===== config.mk =====
export PLATFORM = sky130hd
export DESIGN_NAME = llc_stage_fifo
export DESIGN_NICKNAME = d
export VERILOG_FILES = /design/src/rtl/llc_stage_fifo_pkg.sv /design/src/rtl/llc_fifo_ptr.sv /design/src/rtl/llc_stage_fifo.sv
export SDC_FILE = /design/constraint.sdc
export NUM_CORES = 1
export LEC_CHECK = 0
export ABC_AREA = 1
export CAP_MARGIN = 20
export CORE_ASPECT_RATIO = 0.9
export CORE_MARGIN = 8
export CORE_UTILIZATION = 35
export DETAILED_ROUTE_END_ITERATION = 16
export PLACE_DENSITY = 0.61
export SYNTH_ARGS = -nofsm -noshare
export SYNTH_HDL_FRONTEND = slang
export SYNTH_HIERARCHICAL = 1
export SYNTH_SLANG_ARGS = --single-unit
export TNS_END_PERCENT = 10

===== constraint.sdc =====
create_clock -name clk -period 5.26 [get_ports clk]
set_input_delay 0.789 -clock clk [delete_from_list [all_inputs] [get_ports clk]]
set_output_delay 0.789 -clock clk [all_outputs]
set_load 0.01 [all_outputs]

===== src/rtl/llc_stage_fifo_pkg.sv =====
`default_nettype none
// +----------------------------------------------------------------------+
// | Module   : llc_stage_fifo_pkg                                        |
// | Purpose  : Shared constants and helpers for the LLC inter-stage      |
// |            buffer (default depths per pipeline boundary, pointer     |
// |            width helper).                                            |
// | Ports    : none (package)                                            |
// | Revision : 1.0  initial release                                      |
// +----------------------------------------------------------------------+
package llc_stage_fifo_pkg;

   // Default depths for the individual LLC pipeline boundaries.
   localparam int LLC_FIFO_DEPTH_MEM    = 4;
   localparam int LLC_FIFO_DEPTH_LOOKUP = 4;
   localparam int LLC_FIFO_DEPTH_PROC   = 2;

   // Pointer width able to index 0..depth-1; never narrower than one bit.
   function automatic int fifo_ptr_w(input int depth);
      return (depth > 1) ? $clog2(depth) : 1;
   endfunction

endpackage
`default_nettype wire


===== src/rtl/llc_fifo_ptr.sv =====
`default_nettype none
// +----------------------------------------------------------------------+
// | Module   : llc_fifo_ptr                                              |
// | Purpose  : Wrap-around index counter 0..DEPTH-1 with explicit wrap,  |
// |            used for the FIFO read and write pointers.                |
// | Ports    : clk, rst_n (async active-low), en (advance), clr (sync    |
// |            clear, wins over en), ptr (current index).                |
// | Revision : 1.0  initial release                                      |
// +----------------------------------------------------------------------+
module llc_fifo_ptr
   import llc_stage_fifo_pkg::*;
#(
   parameter int DEPTH = 4,
   parameter int PTR_W = fifo_ptr_w(DEPTH)
) (
   input  logic             clk,
   input  logic             rst_n,
   input  logic             en,
   input  logic             clr,
   output logic [PTR_W-1:0] ptr
);

   localparam logic [PTR_W-1:0] LAST_IDX = PTR_W'(DEPTH - 1);

   logic [PTR_W-1:0] ptr_q;
   logic [PTR_W-1:0] ptr_d;

   // Wrap is explicit so non-power-of-two depths index correctly.
   always_comb begin
      ptr_d = ptr_q;
      if (clr) begin
         ptr_d = '0;
      end else if (en) begin
         ptr_d = (ptr_q == LAST_IDX) ? '0 : ptr_q + 1'b1;
      end
   end

   always_ff @(posedge clk or negedge rst_n) begin
      if (!rst_n) begin
         ptr_q <= '0;
      end else begin
         ptr_q <= ptr_d;
      end
   end

   assign ptr = ptr_q;

endmodule
`default_nettype wire


===== src/rtl/llc_stage_fifo.sv =====
`default_nettype none
// +----------------------------------------------------------------------+
// | Module   : llc_stage_fifo                                            |
// | Purpose  : Generic LLC inter-stage FIFO, FWFT or registered output,  |
// |            with occupancy, almost-full and sticky error flags.       |
// | Ports    : clk, rst_n (async active-low), flush (sync clear),        |
// |            push/data_in (write), pop (consume head),                 |
// |            data_out/valid_out (head or last popped payload),         |
// |            full, empty, almost_full, usage (from registered count),  |
// |            err_overflow, err_underflow (sticky until rst_n/flush).   |
// | Revision : 1.0  initial release                                      |
// +----------------------------------------------------------------------+
module llc_stage_fifo
   import llc_stage_fifo_pkg::*;
#(
   parameter int WIDTH     = 64,
   parameter int DEPTH     = 4,
   parameter int AF_THRESH = DEPTH - 1,
   parameter int FWFT      = 1
) (
   input  logic                       clk,
   input  logic                       rst_n,
   input  logic                       flush,
   input  logic                       push,
   input  logic [WIDTH-1:0]           data_in,
   input  logic                       pop,
   output logic [WIDTH-1:0]           data_out,
   output logic                       valid_out,
   output logic                       full,
   output logic                       empty,
   output logic                       almost_full,
   output logic [$clog2(DEPTH+1)-1:0] usage,
   output logic                       err_overflow,
   output logic                       err_underflow
);

   localparam int PTR_W = fifo_ptr_w(DEPTH);
   localparam int USE_W = $clog2(DEPTH + 1);
   localparam logic [USE_W-1:0] DEPTH_U = USE_W'(DEPTH);
   localparam logic [USE_W-1:0] AF_U    = USE_W'(AF_THRESH);

   logic [WIDTH-1:0] mem_q [DEPTH];
   logic [USE_W-1:0] usage_q, usage_d;
   logic             ovf_q, ovf_d;
   logic             unf_q, unf_d;
   logic [PTR_W-1:0] wr_ptr, rd_ptr;
   logic             push_acc, pop_acc;

   // Status comes only from the registered count, never from push/pop.
   assign full        = (usage_q == DEPTH_U);
   assign empty       = (usage_q == '0);
   assign almost_full = (usage_q >= AF_U);
   assign usage       = usage_q;

   // A pop at full frees its slot in the same cycle, so push is taken too.
   // flush overrides both.
   assign push_acc = !flush && push && (!full || pop);
   assign pop_acc  = !flush && pop && !empty;

   always_comb begin
      usage_d = usage_q;
      ovf_d   = ovf_q;
      unf_d   = unf_q;
      if (flush) begin
         usage_d = '0;
         ovf_d   = 1'b0;
         unf_d   = 1'b0;
      end else begin
         if (push_acc && !pop_acc) begin
            usage_d = usage_q + 1'b1;
         end else if (pop_acc && !push_acc) begin
            usage_d = usage_q - 1'b1;
         end
         if (push && !push_acc) begin
            ovf_d = 1'b1;
         end
         if (pop && empty) begin
            unf_d = 1'b1;
         end
      end
   end

   always_ff @(posedge clk or negedge rst_n) begin
      if (!rst_n) begin
         usage_q <= '0;
         ovf_q   <= 1'b0;
         unf_q   <= 1'b0;
      end else begin
         usage_q <= usage_d;
         ovf_q   <= ovf_d;
         unf_q   <= unf_d;
      end
   end

   // Payload storage is intentionally left unreset.
   always_ff @(posedge clk) begin
      if (push_acc) begin
         mem_q[wr_ptr] <= data_in;
      end
   end

   llc_fifo_ptr #(
      .DEPTH (DEPTH),
      .PTR_W (PTR_W)
   ) u_wr_ptr (
      .clk   (clk),
      .rst_n (rst_n),
      .en    (push_acc),
      .clr   (flush),
      .ptr   (wr_ptr)
   );

   llc_fifo_ptr #(
      .DEPTH (DEPTH),
      .PTR_W (PTR_W)
   ) u_rd_ptr (
      .clk   (clk),
      .rst_n (rst_n),
      .en    (pop_acc),
      .clr   (flush),
      .ptr   (rd_ptr)
   );

   assign err_overflow  = ovf_q;
   assign err_underflow = unf_q;

   generate
      if (FWFT != 0) begin : g_fwft
         assign data_out  = mem_q[rd_ptr];
         assign valid_out = !empty;
      end else begin : g_reg_out
         logic [WIDTH-1:0] dout_q, dout_d;
         logic             vout_q, vout_d;

         // valid_out is a single-cycle pulse following each accepted pop;
         // pop_acc is already low during flush, which clears the pulse.
         always_comb begin
            dout_d = dout_q;
            vout_d = pop_acc;
            if (pop_acc) begin
               dout_d = mem_q[rd_ptr];
            end
         end

         always_ff @(posedge clk or negedge rst_n) begin
            if (!rst_n) begin
               dout_q <= '0;
               vout_q <= 1'b0;
            end else begin
               dout_q <= dout_d;
               vout_q <= vout_d;
            end
         end

         assign data_out  = dout_q;
         assign valid_out = vout_q;
      end
   endgenerate

endmodule
`default_nettype wire


==> impl_metrics.tcl <==
set metrics [dict create \
    dieHeight_um 177.1 \
    cap_viol_max_count 0 \
    setup.worst_path.start_class "register" \
    power.leakage_nw 4.253 \
    grt.overflow.total 0 \
    period_share_pct 75.24 \
    slew_violations 0 \
    cp_max_fo 92 \
    gp_congestion 0.7028 \
    grt_pass1_wl_um 34510 \
    io-pin-count 142 \
    synth_area_mm2 0.01009 \
    crit_path_end_kind "primary output" \
    timing.slew.headroom_pct 30.75 \
    drtIter0Drc 291 \
    antenna_cells 0 \
    ant_nets 0 \
    crit_chain "buf_4 -> o21ai_0 -> o22ai_1 -> clkdlybuf4s50_1" \
    drive_gt1_share_pct 7.800 \
    h-tree-depth 1 \
    clock_skew_ns 0.01682 \
    dr_total_vias 5976 \
    wl_um 21850 \
    die_x_um 195.0 \
    syn-num-nets 771 \
    critPathArrivalTime_ns 3.17 \
    synth.distinct_cells 27 \
    path_class "register to primary output" \
    outcome "completed" \
    cp_slowest_cell "buf_4" \
    cts_root_buffer "clkbuf_16" \
    dieArea_mm2 0.03452 \
    avgViaCountPerCell 4.878 \
    worst_skew_pair.late_latency_ns 0.52 \
    fmax_mhz 252.7 \
    finalNonFillerCells 1225 \
    dpl.hpwl_um 12180 \
    fp.coreArea_mm2 0.02864 \
    drc 0 \
    syn2layout_area_growth_pct 25.86 \
    hp-class "register to register" \
    postSynthAreaPerCell_um2 14.43 \
    nets 910 \
    worstPathRequired_ns 4.47 \
    period_needed_ns 3.957 \
    setup_viol 0 \
    wl_per_cell_um 17.84 \
    antenna_found_initial 0 \
    cts_resized 0 \
    std_cell_rows 59 \
    hold_viol 0 \
    grt_max_degree 93 \
    powerDensity_mw_per_mm2 418.5 \
    start_util_pct 35.22 \
    grt_usage_pct 12.47 \
    placed_cells 1175 \
    cts_tree "done" \
    syn_inst 699 \
    cts.clk_slew.worst_paths_ns 0.06 \
    ys_ff_latch 265 \
    clock_sinks 265 \
    max_stage_delay_ns 0.75 \
    worstMarginPinSlew_ns 1.039 \
    fin_hold_ws_ns 0.5074 \
    clockBufferDepth 3 \
    peakVddDrop_mv 0.2189 \
    drt_pass1_iterations 4 \
    seq_area_frac_synth_pct 78.44 \
    hold_buffers 0 \
    rsz0062_at_grt "no" \
    grt_pass1_vias 6144 \
    io_buffers 141 \
    synth_warnings 6 \
    post_cts_buffers 0 \
    numCtsBuffers 27 \
]
[flip-flops by register name (all words and copies together) (netlist names)]
name and flops:
u_wr_ptr/ptr 2, mem_q 256, err_overflow 1, err_underflow 1
u_rd_ptr/ptr 2, usage 3
[worst max-delay path: cells and delay by family (launching register included)]
kind | cells | cell delay, ns
flip-flops | 1 | 0.70
buffers and inverters | 2 | 1.34
AO/OA/AOI/OAI | 2 | 0.48
[power breakdown]
part           internal, mW  total (mW)  switching (mW)
Clock                  1.15        1.91           0.759
Combinational         0.444       0.963           0.519
Sequential             2.40        2.44          0.0477
Total                  3.99        5.31            1.33
[through the flow]
step / power [mW] / instance area, um2 / TNS [ns] / worst slack (ns) / util (%)
floorplan: 2.997 / 10090 / -193.00 / -0.7541 / -
global placement: 3.460 / 11790 / 0 / 1.862 / 41.15
detailed placement: 3.472 / 11810 / 0 / 1.841 / 41.22
CTS: 5.392 / 12700 / 0 / 1.273 / 44.33
global route: 5.543 / 12700 / 0 / 1.047 / 44.33
finish: 5.313 / 12700 / 0 / 1.303 / 44.33
[worst paths after layout]
kind,from,end,slack (ns),depth (start not counted)
setup / recovery,u_rd_ptr/ptr[0],data_out[37],1.30,4
hold / removal,err_underflow,err_underflow,0.51,1
setup reg to reg,usage[0],mem_q[2][34],3.02,5
hold reg to reg,err_underflow,err_underflow,0.51,1
max in group asynchronous,rst_n,u_rd_ptr/ptr[0],4.33,1
min in group asynchronous,rst_n,err_underflow,0.58,1
[routing by layer]
layer | up-vias | GRT usage (%) | share of wire, %
li1 | 2895 | - | -
met1 | 2929 | 15.72 | 45
met2 | 125 | 21.23 | 47
met3 | 27 | 3.402 | 5.9
met4 | 0 | 2.903 | 1.8
met5 | - | 0 | 0
[cell usage in the layout, fill, tap and decap left out]
master,instances
nor2_1,134
nand2_1,21
a21oi_2,1
clkinvlp_4,1
nand2_2,1
nand4_1,1
edfxtp_1,256
o21ai_0,63
dfrtp_2,1
inv_6,2
buf_4,8
o21a_1,2
nor3_2,4
fa_1,1
dfrtp_4,1
inv_2,2
clkbuf_1,8
buf_12,2
o22ai_1,64
o21ai_1,67
clkinv_2,4
ha_1,2
clkbuf_16,27
nand3_1,5
clkdlybuf4s50_1,141
bufinv_16,4
clkinv_1,3
nand2_4,1
dfrtp_1,7
clkinv_4,1
nand3_2,2
nor3_1,1
inv_1,15
inv_4,1
nor2_2,4
nand3b_1,1
[cell usage after synthesis, drive strengths merged]
library cell  number  area share (%)
a21oi              1           0.087
buf               20             1.9
clkbuf            21            0.82
clkinv             1           0.037
dfrtp              9             2.2
edfxtp           256              76
fa                 1            0.20
ha                 2            0.25
inv               17            0.63
nand2             23            0.96
nand3              7            0.45
nand3b             1           0.074
nand4              1           0.062
nor2             138             5.2
nor3               5            0.25
o21a               2            0.15
o21ai            130             6.4
o22ai             64             4.0
[area by class of cell]
type | count | area, um2
clock buffer | 35 | 705.7
clock inverter | 15 | 185.2
fill | 2531 | 15950
inverter | 18 | 70.07
multi-input combinational | 375 | 1848
sequential | 265 | 7918
tap | 366 | 457.9
timing repair buffer | 151 | 1511
[logic make-up after synthesis]
family / synth area share [%]
AO/OA/AOI/OAI: 10.65
adder cells (fa/ha/maj): 0.4465
buffers and inverters: 3.436
flip-flops: 78.44
AND/OR/NAND/NOR: 7.021
(Power assumes the default switching activity.)
